### config.mk
export PLATFORM = sky130hd
export DESIGN_NAME = datapath_sequencer
export DESIGN_NICKNAME = d
export VERILOG_FILES = /design/src/rtl/datapath_sequencer.sv
export SDC_FILE = /design/constraint.sdc
export NUM_CORES = 1
export LEC_CHECK = 0
export CORE_MARGIN = 3
export CORE_UTILIZATION = 44
export CTS_CLUSTER_DIAMETER = 100
export CTS_CLUSTER_SIZE = 25
export DETAILED_ROUTE_END_ITERATION = 16
export MAX_ROUTING_LAYER = met4
export PLACE_DENSITY_LB_ADDON = 0.05
export RECOVER_POWER = 100
export REMOVE_ABC_BUFFERS = 1
export SYNTH_ARGS = -nofsm -noshare
export SYNTH_HDL_FRONTEND = slang
export SYNTH_SLANG_ARGS = --single-unit
### constraint.sdc
create_clock -name clk -period 1.6 [get_ports clk]
set_input_delay 0.16 -clock clk [delete_from_list [all_inputs] [get_ports clk]]
set_output_delay 0.16 -clock clk [all_outputs]
set_load 0.1 [all_outputs]
### src/rtl/datapath_sequencer.sv
// Command-driven control sequencer for the regfile/ALU/data-memory datapath.
// Accepts one NOP/STORE/LOAD command at a time and issues registered strobes for it.
module datapath_sequencer #(
    parameter int unsigned MEM_LAT = 1
) (
    input  logic       clk,
    input  logic       reset,
    input  logic       cmd_valid,
    output logic       cmd_ready,
    input  logic [1:0] cmd_op,
    input  logic [4:0] cmd_ra,
    input  logic [4:0] cmd_rb,
    input  logic [4:0] cmd_alu,
    output logic [4:0] r1,
    output logic [4:0] r2,
    output logic [4:0] ALUc,
    output logic       regw,
    output logic       memw,
    output logic       memr,
    output logic       busy,
    output logic       done,
    output logic       err
);

    // state | meaning
    // IDLE  | waiting for a command; done pulses here after completion
    // ST    | memory write cycle (memw)
    // RD    | memory read latency, MEM_LAT cycles (memr)
    // WB    | register writeback of memory data (memr, regw)
    typedef enum logic [1:0] {
        IDLE = 2'd0,
        ST   = 2'd1,
        RD   = 2'd2,
        WB   = 2'd3
    } state_t;

    localparam logic [1:0] OP_NOP   = 2'b00;
    localparam logic [1:0] OP_STORE = 2'b01;
    localparam logic [1:0] OP_LOAD  = 2'b10;
    localparam logic [3:0] LAT_INIT = 4'(MEM_LAT - 1);

    state_t     state;
    state_t     state_nxt;
    logic [3:0] lat_cnt;
    logic [3:0] lat_cnt_nxt;
    logic       done_nxt;
    logic       err_nxt;
    logic       accept;

    assign cmd_ready = (state == IDLE) & reset;
    assign accept    = cmd_valid & cmd_ready;

    always_comb begin
        state_nxt   = state;
        lat_cnt_nxt = lat_cnt;
        done_nxt    = 1'b0;
        err_nxt     = err;
        case (state)
            IDLE: begin
                if (accept) begin
                    case (cmd_op)
                        OP_NOP: begin
                            done_nxt = 1'b1;
                        end
                        OP_STORE: begin
                            state_nxt = ST;
                        end
                        OP_LOAD: begin
                            state_nxt   = RD;
                            lat_cnt_nxt = LAT_INIT;
                        end
                        default: begin
                            done_nxt = 1'b1;
                            err_nxt  = 1'b1;
                        end
                    endcase
                end
            end
            ST: begin
                state_nxt = IDLE;
                done_nxt  = 1'b1;
            end
            RD: begin
                if (lat_cnt == 4'd0) begin
                    state_nxt = WB;
                end else begin
                    lat_cnt_nxt = lat_cnt - 4'd1;
                end
            end
            WB: begin
                state_nxt = IDLE;
                done_nxt  = 1'b1;
            end
            default: begin
                state_nxt = IDLE;
            end
        endcase
    end

    // Strobes are decoded from the next state so they come straight out of flops.
    always_ff @(posedge clk) begin
        if (!reset) begin
            state   <= IDLE;
            lat_cnt <= 4'd0;
            r1      <= 5'd0;
            r2      <= 5'd0;
            ALUc    <= 5'd0;
            regw    <= 1'b0;
            memw    <= 1'b0;
            memr    <= 1'b0;
            busy    <= 1'b0;
            done    <= 1'b0;
            err     <= 1'b0;
        end else begin
            state   <= state_nxt;
            lat_cnt <= lat_cnt_nxt;
            done    <= done_nxt;
            err     <= err_nxt;
            busy    <= (state_nxt != IDLE);
            memw    <= (state_nxt == ST);
            memr    <= (state_nxt == RD) || (state_nxt == WB);
            regw    <= (state_nxt == WB);
            if (accept) begin
                r1   <= cmd_ra;
                r2   <= cmd_rb;
                ALUc <= cmd_alu;
            end
        end
    end

endmodule

==> results of run 1 <==
[Yosys cell counts, types with 2 or more instances]
| library cell | number | share of area |
|---|---|---|
| sky130_fd_sc_hd__nand2_1 | 30 | 0.096 |
| sky130_fd_sc_hd__dfxtp_1 | 26 | 0.44 |
| sky130_fd_sc_hd__a21boi_1 | 10 | 0.064 |
| sky130_fd_sc_hd__inv_1 | 7 | 0.022 |
| sky130_fd_sc_hd__a21boi_0 | 5 | 0.032 |
| sky130_fd_sc_hd__ha_1 | 5 | 0.053 |
| sky130_fd_sc_hd__a21oi_1 | 4 | 0.017 |
| sky130_fd_sc_hd__buf_4 | 3 | 0.019 |
| sky130_fd_sc_hd__nand2b_1 | 3 | 0.016 |
| sky130_fd_sc_hd__nor2b_1 | 3 | 0.016 |
| sky130_fd_sc_hd__a31o_2 | 2 | 0.015 |
| sky130_fd_sc_hd__buf_6 | 2 | 0.019 |
| sky130_fd_sc_hd__clkbuf_1 | 2 | 0.0064 |
| sky130_fd_sc_hd__nor4b_1 | 2 | 0.015 |
| sky130_fd_sc_hd__o21ai_0 | 2 | 0.0085 |
[area by class of cell]
| class | instances | area, µm² |
|---|---|---|
| multi-input cells | 86 | 564 |
| repair buffers | 50 | 367 |
| flip-flops and latches | 26 | 520 |
| inverters | 7 | 26.3 |
| fillers | 233 | 948 |
| clock buffers | 4 | 36.3 |
| well taps | 30 | 37.5 |
[per-stage QoR]
step           cells  instance area, µm²
6_report         203                1550
3_5_place_dp     199                1850
3_3_place_gp     199                1850
4_1_cts          203                1890
5_1_grt          203                1550
2_1_floorplan    119                1120
[kinds of logic after synthesis]
logic type,Yosys count,synth area share
compound gates,30,0.192
simple gates,51,0.241
buf+inv,15,0.0714
fa+ha+maj,5,0.0532
flops,26,0.443
[state kept, by name, indices dropped and copies added, names as in the netlist]
name	cells
ALUc	5
busy	1
done	1
err	1
lat_cnt	4
memr	1
memw	1
r1	5
r2	5
regw	1
state	1
[where the power goes]
part           leakage (nW)  internal (W)  switching [W]
Clock                0.0210      0.000139       0.000186
Sequential            0.211      0.000671      0.0000133
Combinational         0.435      0.000102       0.000257
[layer usage]
| layer | part of all wire | wire length [µm] |
|---|---|---|
| met1 | 0.44 | 1230 |
| met2 | 0.48 | 1350 |
| met3 | 0.068 | 191 |
| met4 | 0.018 | 51 |
| met5 | 0 | 0 |
[worst min-delay path: stages]
cell and delay (ns):
sky130_fd_sc_hd__clkdlybuf4s50_1 0.39, sky130_fd_sc_hd__nand2_1 0.05, sky130_fd_sc_hd__a21boi_0 0.06
[final timing paths]
kind / startpoint / to / slack, ns
worst max register to register: memr$_SDFF_PN0_ / r2[3]$_SDFFE_PN0N_ / 0.17
worst max-delay path: cmd_op[0] / memw$_SDFF_PN0_ / 0.11
worst min register to register: ALUc[1]$_SDFFE_PN0N_ / ALUc[1]$_SDFFE_PN0N_ / 0.47
worst min-delay path: cmd_ra[3] / r1[3]$_SDFFE_PN0N_ / 0.38
[timing repair]
item | in CTS | in global routing
hold buffers | 0 | 0
endpoints found under the setup margin | 1 | 3
gates resized for setup | 1 | 1
setup buffers | 0 | 0
pin swaps | 0 | 0
gates cloned | 0 | 0
==> impl_results.md, run 1 <==
- Top Ports: 42
- Max rail drop VDD: 629 µV
- Pre-CTS setup slack: -0.129 ns
- Cells after synthesis: 127
- Final Hold Viols: 0
- Detailed Place HPWL: 2.17 mm
- Fin. max-slew vios: 0
- Required time at the endpoint of the critical path: 1.83 ns
- Worst slew margin: 0.634
- Clock buffer depth: 2
- Diode insertion count for antenna repair: 0
- Placer congestion estimate: 0.781
- Fmax: approximately 670 MHz
- Met3 GRT Util: 0.0490
- Initial standard-cell utilization of the core: 0.470
- Data arrival time at the worst-slack endpoint: 1.72 ns
- Overall power consumption: 0.00137 W
- Post-DR vias/cell: roughly 5
- Final worst slack: 0.107 ns
- Class of the most critical setup path: in2reg
- Class of the worst hold path: in2reg
- Cell depth of the worst hold path: 3
- MaxCap Viol Count: 0
- Width of the die: 57.7 µm
- Wire length of the first global-routing pass: 4.44 mm
- Placeable core region: 2500 µm²
- Logic depth of the worst setup path including buffers: 6
- Area growth syn-to-layout: 32.1%
- Final Setup Violations: 0
- Cts bufs inserted: 3
- Maximum number of pins on one net before global-route repair: 16
- Biggest cell delay along the critical path: 0.56 ns
- WL/cell: roughly 14 µm
- Met1 Usage GRT: 0.208
- Layer with the highest usage after global routing: met2
- Antenna-violating nets left: 0
- P_leak: approximately 0.67 nW
- Post-synth EDFFs: 0
- Count of unique library cells instantiated by Yosys: 36
- Ys async rst share: 0
- Clock Skews: between 0.007 and 0.008 ns
- 1st-pass router iterations: 4
- Shortest clock period the worst path allows after layout: about 1.5 ns
- Share of cells above drive strength 1: 0.225
- Most common cell after layout, fill and taps aside: sky130_fd_sc_hd__nand2_1
- Final cell utilization of the core: 0.621
- Drt initial violations: 32
- Most frequent cells in the layout: sky130_fd_sc_hd__nand2_1, sky130_fd_sc_hd__dfxtp_1, sky130_fd_sc_hd__clkbuf_2
- Clock root cell: sky130_fd_sc_hd__clkbuf_4
- Slew at the pin closest to its max-slew limit: 0.552 ns
- Count of cells along the worst register-to-register path: 4
- Post-synthesis register bit count: 26
- Final net count: 199
- Clock latency on the worst-skew pair: 0.32 ns
- Buf+Inv Stages, Crit Path: 2
- Via count: approximately 1000
- Final routed DRC violation total: 0
- Total negative slack: 0 ns
- Post-Route Hold Slack: 0.376 ns
- Count of H-tree levels built during CTS: 1
- Count of yosys warnings during synthesis: 0
- Startpoint type of the worst setup path: input port
- Number of global-route vias before repair: 995
- Cell with the biggest individual delay on the critical path: sky130_fd_sc_hd__dlygate4sd3_1
- Gr ovfl total: 0
- Fraction of met2 tracks used by global routing: 0.297
- Setup repair after global routing missed its margin: false
- Sequential element share of the synthesized area: 0.443
- Worst-path maximum fanout: 3
- Antenna violations before repair: 0
- Sequence of cells on the critical path: dlygate4sd3_1 > inv_1 > ha_1 > nand2b_1 > o32a_1 > nor3b_1
- Number of clock sinks seen by CTS: 26
- Power density of the placed cells: 882 nW/µm²
- Total global-route track usage: 0.181
- Most common flop cell mapped by yosys: sky130_fd_sc_hd__dfxtp_1
- Total of buffers placed on input and output ports: 41
- Post-route fraction of the period consumed by the critical path: 0.933
- Clock tree from TritonCTS: done
- Cell Area, Synth: 1170 µm²
- Area enclosed by the die boundary: about 3300 µm²
- Die Y: 57.7 µm
- Final Routed Wirelength: 2.82 mm
- Number of placement rows: 18
- Clock-pin slew on the worst setup and hold paths: 0.14 ns
- Critical Path End Type: flip-flop
- Synthesized area per cell: 9.25 µm²
- Family of cells with the greatest summed delay on the critical path: buffers and inverters
- Result of the run: completed
No activity file was read; power rests on OpenSTA's default activity.
==> run 2: changes to the inputs <==
--- a/config.mk
+++ b/config.mk
@@ -5,13 +5,13 @@
 export SDC_FILE = /design/constraint.sdc
 export NUM_CORES = 1
 export LEC_CHECK = 0
-export CORE_MARGIN = 3
+export CORE_MARGIN = 5
 export CORE_UTILIZATION = 44
 export CTS_CLUSTER_DIAMETER = 100
 export CTS_CLUSTER_SIZE = 25
 export DETAILED_ROUTE_END_ITERATION = 16
 export MAX_ROUTING_LAYER = met4
-export PLACE_DENSITY_LB_ADDON = 0.05
+export PLACE_DENSITY = 0.79
 export RECOVER_POWER = 100
 export REMOVE_ABC_BUFFERS = 1
 export SYNTH_ARGS = -nofsm -noshare
==> run 2 against run 1 <==
Largest cell class unchanged. Flip-flop and latch count is the same. Final area is essentially flat. Critical path type is now in2out. Setup slack got worse by 0.010 ns. Highest routed layer unchanged.
==> impl_results.md, run 2 (synthesized netlist as in run 1, its figures left out) <==
- Final routed DRC violation total: 0
- Clock root cell: sky130_fd_sc_hd__clkbuf_4
- Fmax: between 600 and 700 MHz
- Post-DR vias/cell: 5.33
- Most common cell after layout, fill and taps aside: sky130_fd_sc_hd__nand2_1
- Area occupied by multi-input gates: 571 µm²
- Drt initial violations: 30
- Setup repair after global routing missed its margin: false
- Count of H-tree levels built during CTS: 1
- Required time at the endpoint of the critical path: 1.44 ns
- Reg2Reg Launch Point: lat_cnt[0]$_SDFFE_PN0P_
- Diode insertion count for antenna repair: 0
- Wire length of the first global-routing pass: 4.79 mm
- Via count: ~1100
- Clock Skews: 0.00844 ns
- Registers with the most flip-flops: ALUc x5, r1 x5, r2 x5
- Worst-path maximum fanout: 9
- Maximum number of pins on one net before global-route repair: 18
- Shortest clock period the worst path allows after layout: ~1.5 ns
- Total global-route track usage: 0.171
- Total of buffers placed on input and output ports: 41
- Worst slew margin: 0.630
- Share of cells above drive strength 1: 0.213
- Clock-pin slew on the worst setup and hold paths: 0.12 ns
- Result of the run: completed
- Initial standard-cell utilization of the core: 0.466
- WL/cell: 14.4 µm
- Most frequent cells in the layout: sky130_fd_sc_hd__nand2_1, sky130_fd_sc_hd__dfxtp_1, sky130_fd_sc_hd__clkbuf_2
- Final Hold Viols: 0
- Final Setup Violations: 0
- Resized Gates After CTS: 1
- Class of the most critical setup path: in2out
- Antenna violations before repair: 0
- HP Start: cmd_alu[4]
- Antenna-violating nets left: 0
- Clock latency on the worst-skew pair: a little over 0.3 ns
- Number of global-route vias before repair: 1051
- Worst setup path startpoint: reset
- Max rail drop VDD: 571 µV
- Count of fill cells added during filler insertion: 218
- Number of hold-repair buffers added at the cts stage: 0
- Final Routed Wirelength: between 2 and 3 mm
- Pre-CTS setup slack: -0.124 ns
- Startpoint type of the worst setup path: input port
- Detailed Place HPWL: ~2.2 mm
- Width of the die: 61.7 µm
- Gr ovfl total: 0
- Placer congestion estimate: about 0.9
- Die Y: 61.7 µm
- Final net count: 196
- Top Ports: 42
- Sequential cell area: between 500 and 600 µm²
- Final cell utilization of the core: 0.615
- Area growth syn-to-layout: 31.9%
- Number of clock sinks seen by CTS: 26
- Number of buffers inserted to repair setup after CTS: 0
- Critical Path End Type: output pin
- Placeable core region: 2520 µm²
- Fin. max-slew vios: 0
- MaxCap Viol Count: 0
- Number of placement rows: 18
- Data arrival time at the worst-slack endpoint: 1.34 ns
- Class of the worst hold path: in2reg
- Power density of the placed cells: 846 nW/µm²
- Area enclosed by the die boundary: 3800 µm²
- Post-route fraction of the period consumed by the critical path: 0.940
- P_leak: 0.652 nW
- Cts bufs inserted: 3
- Clock tree from TritonCTS: done
- Slew at the pin closest to its max-slew limit: 0.557 ns
- Clock buffer depth: 2
- Final worst slack: around 0.096 ns
- 1st-pass router iterations: 4
run 2: worst paths after layout:
kind	end	slack (ns)	depth (start not counted)
worst max-delay path	cmd_ready	0.1	4
worst min-delay path	ALUc[4]$_SDFFE_PN0N_	0.40	3
worst max register to register	lat_cnt[2]$_SDFFE_PN0P_	0.16	5
worst min register to register	ALUc[3]$_SDFFE_PN0N_	0.47	2
run 2: worst max-delay path: stages:
cell and delay (ns):
sky130_fd_sc_hd__clkdlybuf4s50_1 0.65, sky130_fd_sc_hd__nand2b_1 0.13, sky130_fd_sc_hd__nor2_1 0.19, sky130_fd_sc_hd__buf_12 0.20
run 2: report_power, final:
part | internal (W) | total (W) | leakage [nW] | switching, W
Clock | 0.0000881 | 0.000265 | 0.0138 | 0.000177
Sequential | 0.000671 | 0.000684 | 0.211 | 0.0000129
Combinational | 0.000107 | 0.000363 | 0.427 | 0.000256
Total | 0.000866 | 0.00131 | 0.652 | 0.000446
run 2: metrics by stage:
stage | cells | hold WS [ns] | cell area [µm²] | setup TNS (ns) | total power [W]
after floorplan | 119 | 0.282 | 1120 | -7.26 | 0.000942
after global placement | 196 | 0.477 | 1840 | -0.0782 | 0.00114
after detailed placement | 196 | 0.485 | 1840 | -0.372 | 0.00115
after CTS | 199 | 0.384 | 1870 | 0 | 0.00141
after global routing | 199 | 0.394 | 1550 | 0 | 0.00137
final | 199 | 0.395 | 1550 | 0 | 0.00131
run 2: layer usage:
metal  vias to the layer above  GRT usage  share of wire  routed length, µm
met5                         -          -              0                  0
met3                         3     0.0294          0.095                273
met1                       499      0.218           0.44               1270
met2                        40      0.280           0.45               1290
li1                        518          -              -                  -
met4                         0     0.0424         0.0080                 23
run 2: final cells by class:
class                      count  area share
multi-input combinational     86       0.368
sequential                    26       0.336
timing repair buffer          47       0.241
tap                           30      0.0242
inverter                       7      0.0169
clock buffer                   3      0.0145
